<file path="config.mk">
export PLATFORM = sky130hd
export DESIGN_NAME = prog_fetch_unit
export DESIGN_NICKNAME = d
export VERILOG_FILES = /design/src/rtl/prog_fetch_unit.sv
export SDC_FILE = /design/constraint.sdc
export NUM_CORES = 1
export LEC_CHECK = 0
export CAP_MARGIN = 10
export CORE_MARGIN = 8
export CORE_UTILIZATION = 48
export CTS_BUF_LIST = sky130_fd_sc_hd__clkbuf_16
export DETAILED_ROUTE_END_ITERATION = 12
export GPL_TIMING_DRIVEN = 0
export PLACE_DENSITY = 0.86
export SYNTH_ARGS = -nofsm -noshare
export SYNTH_HDL_FRONTEND = slang
export SYNTH_SLANG_ARGS = --single-unit
</file>
<file path="constraint.sdc">
create_clock -name clk -period 3.6 [get_ports clk]
set_input_delay 0.72 -clock clk [delete_from_list [all_inputs] [get_ports clk]]
set_output_delay 0.72 -clock clk [all_outputs]
set_load 0.05 [all_outputs]
</file>
<file path="src/rtl/prog_fetch_unit.sv">
// rtl/prog_fetch_unit.sv - program-memory fetch unit with 1/2-word decode, redirect and skip
module prog_fetch_unit #(
    parameter int          PC_WIDTH     = 14,
    parameter int unsigned RESET_VECTOR = 0,
    parameter bit          EXT_WORD_EN  = 1'b1,
    parameter int          OFFSET_WIDTH = 12
) (
    input  logic                    clk,
    input  logic                    reset_n,
    output logic                    mem_rd_en,
    output logic [PC_WIDTH-1:0]     mem_addr,
    input  logic [15:0]             mem_rdata,
    output logic                    instr_valid,
    input  logic                    instr_ready,
    output logic [15:0]             instruction,
    output logic [15:0]             instr_ext,
    output logic                    instr_two_word,
    output logic [PC_WIDTH-1:0]     instr_pc,
    input  logic                    skip_next,
    input  logic                    redirect,
    input  logic                    redirect_rel,
    input  logic [PC_WIDTH-1:0]     redirect_addr,
    input  logic [OFFSET_WIDTH-1:0] redirect_off,
    output logic [PC_WIDTH-1:0]     program_counter
);

    localparam logic [PC_WIDTH-1:0] L_RST_PC = RESET_VECTOR[PC_WIDTH-1:0];
    localparam logic [PC_WIDTH-1:0] L_ONE    = PC_WIDTH'(1);
    localparam logic [PC_WIDTH-1:0] L_TWO    = PC_WIDTH'(2);

    typedef enum logic [2:0] {
        ST_ISSUE,
        ST_WAIT1,
        ST_WAIT2,
        ST_VALID,
        ST_SKIP1,
        ST_SKIP2
    } state_t;

    state_t              r_state;
    state_t              w_state_nxt;
    logic [PC_WIDTH-1:0] r_pc;
    logic [PC_WIDTH-1:0] w_pc_nxt;
    logic [15:0]         r_instr;
    logic [15:0]         w_instr_nxt;
    logic [15:0]         r_ext;
    logic [15:0]         w_ext_nxt;
    logic                r_two;
    logic                w_two_nxt;
    logic [PC_WIDTH-1:0] r_instr_pc;
    logic [PC_WIDTH-1:0] w_instr_pc_nxt;
    logic                w_rd_en;
    logic [PC_WIDTH-1:0] w_addr;
    logic                w_rdata_two;
    logic [PC_WIDTH-1:0] w_off_sx;
    logic [PC_WIDTH-1:0] w_target;
    logic [PC_WIDTH-1:0] w_len;

    // JMP/CALL share 1001_010x_xxxx_11xx; LDS/STS share 1001_00xx_xxxx_0000
    function automatic logic is_two_word(input logic [15:0] w);
        return ((w & 16'hFE0C) == 16'h940C) || ((w & 16'hFC0F) == 16'h9000);
    endfunction

    assign w_rdata_two = EXT_WORD_EN && is_two_word(mem_rdata);
    assign w_off_sx    = PC_WIDTH'(signed'(redirect_off));
    assign w_target    = redirect_rel ? (r_instr_pc + L_ONE + w_off_sx) : redirect_addr;
    assign w_len       = r_two ? L_TWO : L_ONE;

    // State and datapath register update
    always_ff @(posedge clk or negedge reset_n) begin
        if (!reset_n) begin
            r_state    <= ST_ISSUE;
            r_pc       <= L_RST_PC;
            r_instr    <= 16'h0000;
            r_ext      <= 16'h0000;
            r_two      <= 1'b0;
            r_instr_pc <= L_RST_PC;
        end else begin
            r_state    <= w_state_nxt;
            r_pc       <= w_pc_nxt;
            r_instr    <= w_instr_nxt;
            r_ext      <= w_ext_nxt;
            r_two      <= w_two_nxt;
            r_instr_pc <= w_instr_pc_nxt;
        end
    end

    // Next-state, memory request and latch decisions; redirect overrides everything
    always_comb begin
        w_state_nxt    = r_state;
        w_pc_nxt       = r_pc;
        w_instr_nxt    = r_instr;
        w_ext_nxt      = r_ext;
        w_two_nxt      = r_two;
        w_instr_pc_nxt = r_instr_pc;
        w_rd_en        = 1'b0;
        w_addr         = r_pc;
        unique case (r_state)
            ST_ISSUE: begin
                w_rd_en     = 1'b1;
                w_state_nxt = ST_WAIT1;
            end
            ST_WAIT1: begin
                w_instr_nxt    = mem_rdata;
                w_ext_nxt      = 16'h0000;
                w_two_nxt      = 1'b0;
                w_instr_pc_nxt = r_pc;
                if (w_rdata_two) begin
                    w_rd_en     = 1'b1;
                    w_addr      = r_pc + L_ONE;
                    w_state_nxt = ST_WAIT2;
                end else begin
                    w_state_nxt = ST_VALID;
                end
            end
            ST_WAIT2: begin
                w_ext_nxt   = mem_rdata;
                w_two_nxt   = 1'b1;
                w_state_nxt = ST_VALID;
            end
            ST_VALID: begin
                if (instr_ready) begin
                    w_pc_nxt = r_pc + w_len;
                    if (skip_next) begin
                        // start the skipped fetch immediately so SKIP1 sees its data
                        w_rd_en     = 1'b1;
                        w_addr      = w_pc_nxt;
                        w_state_nxt = ST_SKIP1;
                    end else begin
                        w_state_nxt = ST_ISSUE;
                    end
                end
            end
            ST_SKIP1: begin
                if (w_rdata_two) begin
                    w_rd_en     = 1'b1;
                    w_addr      = r_pc + L_ONE;
                    w_state_nxt = ST_SKIP2;
                end else begin
                    w_pc_nxt    = r_pc + L_ONE;
                    w_state_nxt = ST_ISSUE;
                end
            end
            ST_SKIP2: begin
                w_pc_nxt    = r_pc + L_TWO;
                w_state_nxt = ST_ISSUE;
            end
            default: begin
                w_state_nxt = ST_ISSUE;
            end
        endcase
        if (redirect) begin
            w_state_nxt    = ST_ISSUE;
            w_pc_nxt       = w_target;
            w_instr_nxt    = r_instr;
            w_ext_nxt      = r_ext;
            w_two_nxt      = r_two;
            w_instr_pc_nxt = r_instr_pc;
            w_rd_en        = 1'b0;
        end
    end

    // no read strobe while held in reset even though the FSM rests in ISSUE
    assign mem_rd_en       = w_rd_en & reset_n;
    assign mem_addr        = w_addr;
    assign instr_valid     = (r_state == ST_VALID);
    assign instruction     = r_instr;
    assign instr_ext       = r_ext;
    assign instr_two_word  = r_two;
    assign instr_pc        = r_instr_pc;
    assign program_counter = r_pc;

endmodule

</file>
After elaboration in Yosys (flattened, before gate mapping)

Cells that the tools add are included.
W data, S select, Z words.

Equality and inequality tests: 9
Bitwise logic cells: 2
Reduce and logical (&&, ||, !) cells: 8
Muxes and demuxes: 23
Add/subtract/negate cells: 5

Operators by type and width:

| operator                | count |
|---|---|
| $mux W14                | 7 |
| $pmux W14 S3            | 1 |
| $pmux W16 S2            | 1 |
| $add A14 B1 Y14 const B | 2 |
| $pmux W14 S2            | 1 |
| $pmux W3 S5             | 1 |
| $add A14 B14 Y14        | 1 |
| $add A14 B2 Y14         | 1 |
| $add A14 B2 Y14 const B | 1 |
| $mux W3                 | 4 |
| $eq A10 B10 Y1 const B  | 1 |
| $eq A9 B9 Y1 const B    | 1 |
| $eq A3 B2 Y1 const B    | 2 |
| $eq A3 B3 Y1 const B    | 2 |
| $mux W1                 | 5 |
| $reduce_and A2 Y1       | 2 |
| $reduce_bool A4 Y1      | 1 |
| $eq A3 B1 Y1 const B    | 1 |
| $logic_not A3 Y1        | 1 |
| $ne A3 B1 Y1 const B    | 1 |
| $ne A3 B3 Y1 const B    | 1 |
| $pmux W1 S3             | 1 |
| $reduce_and A3 Y1       | 1 |
| $mux W2                 | 1 |
| other kinds (6)         | 6 |

Logic and storage cells: 53
Register bits: 64
Input bits: 48
Output and inout bits: 77

Depth between registers and ports, before layout

Depth in word-level cells: 6
Mapped depth: 11
Gate-level depth less buffers: 11

Worst setup path before layout

Ideal clock, no wire load.

Path kind: input-to-output
From: input mem_rdata[2]
To: output mem_addr[11]
Stages: 8
Setup slack: -0.221 ns
Required time: 2.880 ns
Buffers on the path: 1
Arrival time: 3.101 ns
Cells stage by stage: or4_4 o21ai_4 nand2_2 or3_4 buf_6 nand2_2 o2111ai_1 xnor2_1

Word-level cells in the longest chain between the ends: 4

Ends and longest elaborated chain:

| item                                                  | line     | source |
|---|---|---|
| start, declared                                       | 12       | `input logic [15:0] mem_rdata,` |
| $eq A10 B10 Y1 / $eq A9 B9 Y1 (equally long branches) | 61       | `return ((w & 16'hFE0C) == 16'h940C) \|\| ((w & 16'hFC0F) == 16'h9000);` |
| $logic_or A1 B1 Y1 *                                  | 61       |  |
| $mux W14 *                                            | 108, 135 |  |
| $pmux W14 S2 *                                        | 98       | `unique case (r_state)` |
| end, declared                                         | 11       | `output logic [PC_WIDTH-1:0] mem_addr,` |

Every way passes the cells marked *; elsewhere a longest branch is shown, timed or not.

Worst setup path in the final report

From: input mem_rdata[0]
To: output mem_addr[2]

Word-level cells in the longest chain between the ends: 4

Ends and longest elaborated chain:

| item               | line |
|---|---|
| $eq A10 B10 Y1     | 61 |
| $logic_or A1 B1 Y1 | 61 |
| $mux W14           | 108, 135 |
| $pmux W14 S2       | 98 |

Every way passes these cells.

==> impl_metrics.yaml <==
timing:
  hold_violations: 0
  fin_crit_ps: 3580
  report.final.slew_viol_count: 0
  fin_ws_ps: 22.5
  rsz0062_at_grt: "yes"
  fmax_mhz: 280
  max_slew.worst_pin.slew_ps: 891
  fin_skew_ps: 8.06
  finalSetupViolations: 0
  slew_headroom_pct: 40.4
  finalCritPeriodShare_pct: 99.4
  tns_ps: 0
  fin_hold_ws_ps: 487
critical_path:
  crit_fanout: 6
  cpMaxStageDelayCell: "or4_4"
  critPathTopFamily: "simple AND/OR/NAND/NOR gates"
  crit_buf_inv: 3
  critPathArrivalTime_ps: 2860
  worstSetupPathType: "in2out"
  crit_cells: 10
  worstSetupEndpointType: "output port"
  cp.required_ps: 2880
  rr_worst_depth: 8
  worstSetupStartpointType: "input pin"
  slowest_delay_ps: 530
  path_cells: "buf_6 > or4_4 > o21ai_4 > nand2_2 > or3_4 > buf_8 > nand2_4 > nand2_1 > xnor2_2 > buf_2"
synth:
  synth_top_area_cell: "dfrtp_1"
  yosys_warnings: 0
  synth_flop_cell: "dfrtp_1"
  synth_top_area_share_pct: 37.8
  syn_avg_cell_area_um2: 9.51
  async_flop_share_pct: 100
  synth_edf_count: 0
  yosys.cell_types.count: 60
  syn-num-nets: 512
  syn_inst: 445
  yosysSeqAreaShare_pct: 37.8
  synth-seq-cells: 64
  ys_top_cells_by_area: "dfrtp_1 38%, mux2_2 8.0%, ha_1 5.0%, xnor2_1 4.3%, nand2_1 3.5%"
  syn_area_um2: 4230
global_route:
  grtUsageTotal_pct: 24.6
  grt_first_pass_wirelength_um: 23000
  gr-total-overflow: 0
  grt_pass1_vias: 4376
  grt_max_degree: 66
  antenna_found_initial: 0
clocking:
  cts-buffers-inserted: 9
  clk_path_buf_depth: 2
  cts-root-buf: "clkbuf_16"
  clkLatencyLatePin_ps: 330
  cts_sinks: 64
  htree_levels: 3
  path_clk_slew_ps: 60
  cts_tree: "done"
  cts_hold_buf: 0
floorplan:
  die_width_um: 110
  num_io_pins: 125
  dieArea_um2: 12100
  fp.dieH_um: 110
  design.core.area_um2: 8640
  start_util_pct: 49.0
  std_cell_rows: 34
finish:
  area.growth.synth_to_final_pct: 43.9
  layout_commonest_cell: "clkdlybuf4s50_1"
  layout.nets: 653
  diodes: 0
  final_cell_mix: "96 x clkdlybuf4s50_1, 64 x dfrtp_1, 39 x nand2_1"
  multi_input_area_um2: 2630
  fillers: 662
  regArea_um2: 1600
  final_layout_size_suffix_gt1_share_pct: 19.1
pwr:
  p_total_mw: 5.07
  power_density_nw_per_um2: 832
  ir_drop_mv: 0.558
  p_leak_nw: 2.57
drt:
  via_per_inst: 6.05
  firstDrtPassIters: 5
  ant_nets: 0
  dr.first_iter.drc_count: 384
  vias: 4232
  routed_wl_um: 14600
  drc: 0
  post_drt_wl_per_cell_um: 21.0
placement:
  portBuffers: 123
  dpl_worst_slack_ps: -1120
  place_congestion: 0.969
  dp_hpwl_um: 10600
min_path:
  min-delay-path-class: "in2async"
flow_run:
  drv_cap: 0
outcome:
  status: "finished clean"
registers in the layout, summed over array words and instances, names as in the netlist:
register         flops
instr_ext           16
instruction         16
instr_pc            14
program_counter     14
r_state              3
instr_two_word       1
layout make-up:
cell class                      count  share of cell area, %
Tap cell                          108                   2.22
Buffer                             26                   1.85
Multi-Input combinational cell    343                   43.2
Clock buffer                        9                   3.70
Timing Repair Buffer              132                   21.3
Sequential cell                    64                   26.3
Inverter                           10                  0.616
Clock inverter                      7                  0.801
logic make-up (layout without fill, tap and decap cells):
group | Yosys count | after routing | synth area share (%)
compound gates | 119 | 119 | 20.0
fa+ha+maj | 20 | 20 | 6.21
xor+xnor | 31 | 31 | 6.41
flops | 64 | 64 | 37.8
simple gates | 134 | 134 | 15.9
mux | 39 | 39 | 10.1
buf+inv | 38 | 184 | 3.61
worst register-to-register path, cell delays in order, from the launching register on:
cell	delay, ps
dfrtp_1	430
ha_1	290
nor2b_1	120
o21ai_0	130
o21ai_0	490
a21boi_0	350
o21a_1	290
a31o_2	250
a221oi_1	260
layer usage:
layer,vias to the layer above,routed length (um),GRT usage (%)
met4,0,279,8.39
met5,-,0,0
met1,2104,6060,31.3
met3,30,1060,4.92
met2,193,7240,40.6
li1,1905,-,-
through the flow:
step / cell area (um2) / instances / util, %
final: 6090 / 699 / 70.5
after global routing: 6090 / 699 / 70.5
after CTS: 6010 / 697 / 69.6
after detailed placement: 5670 / 676 / 65.7
after global placement: 5670 / 676 / 65.7
after floorplan: 4310 / 445 / -
synthesized netlist by cell type, types with 5 or more instances:
cell type,instances
nand3_1,8
nor3_1,7
o21ai_0,17
nand2_1,39
inv_1,10
nor2_1,37
o22ai_1,6
mux2i_1,9
nor2b_1,6
xnor2_1,21
mux2_2,30
a21o_1,8
nand2b_1,6
a22o_1,15
clkbuf_1,23
a221oi_1,5
a21oi_1,23
dfrtp_1,64
ha_1,17
xor2_1,10
o21bai_1,5
a31oi_1,8
repair_timing:
| action | 4_1_cts | 5_1_grt |
|---|---|---|
| cloned | 1 | 0 |
| endpoints found under the setup margin | 15 | 14 |
| gates resized for setup | 103 | 29 |
| pin swaps | 6 | 10 |
| setup buffers | 5 | 3 |
worst paths after layout:
kind	end	slack (ps)	start
max reg2reg	program_counter[13]$_DFFE_PN0P_	900	instr_pc[1]$_DFFE_PN0P_
min	instruction[6]$_DFFE_PN0P_	490	reset_n
max	mem_addr[2]	20	mem_rdata[0]
min in group clk	instr_ext[8]$_DFFE_PN0P_	500	instr_ext[8]$_DFFE_PN0P_
max in group asynchronous	instr_pc[8]$_DFFE_PN0P_	2560	reset_n
min reg2reg	instr_ext[8]$_DFFE_PN0P_	500	instr_ext[8]$_DFFE_PN0P_
where the power goes:
group,internal [mW],total [mW],switching (mW)
Combinational,1.11,3.05,1.93
Clock,0.464,0.817,0.353
Sequential,0.934,1.20,0.267
Power figures use the tool's default switching activity.
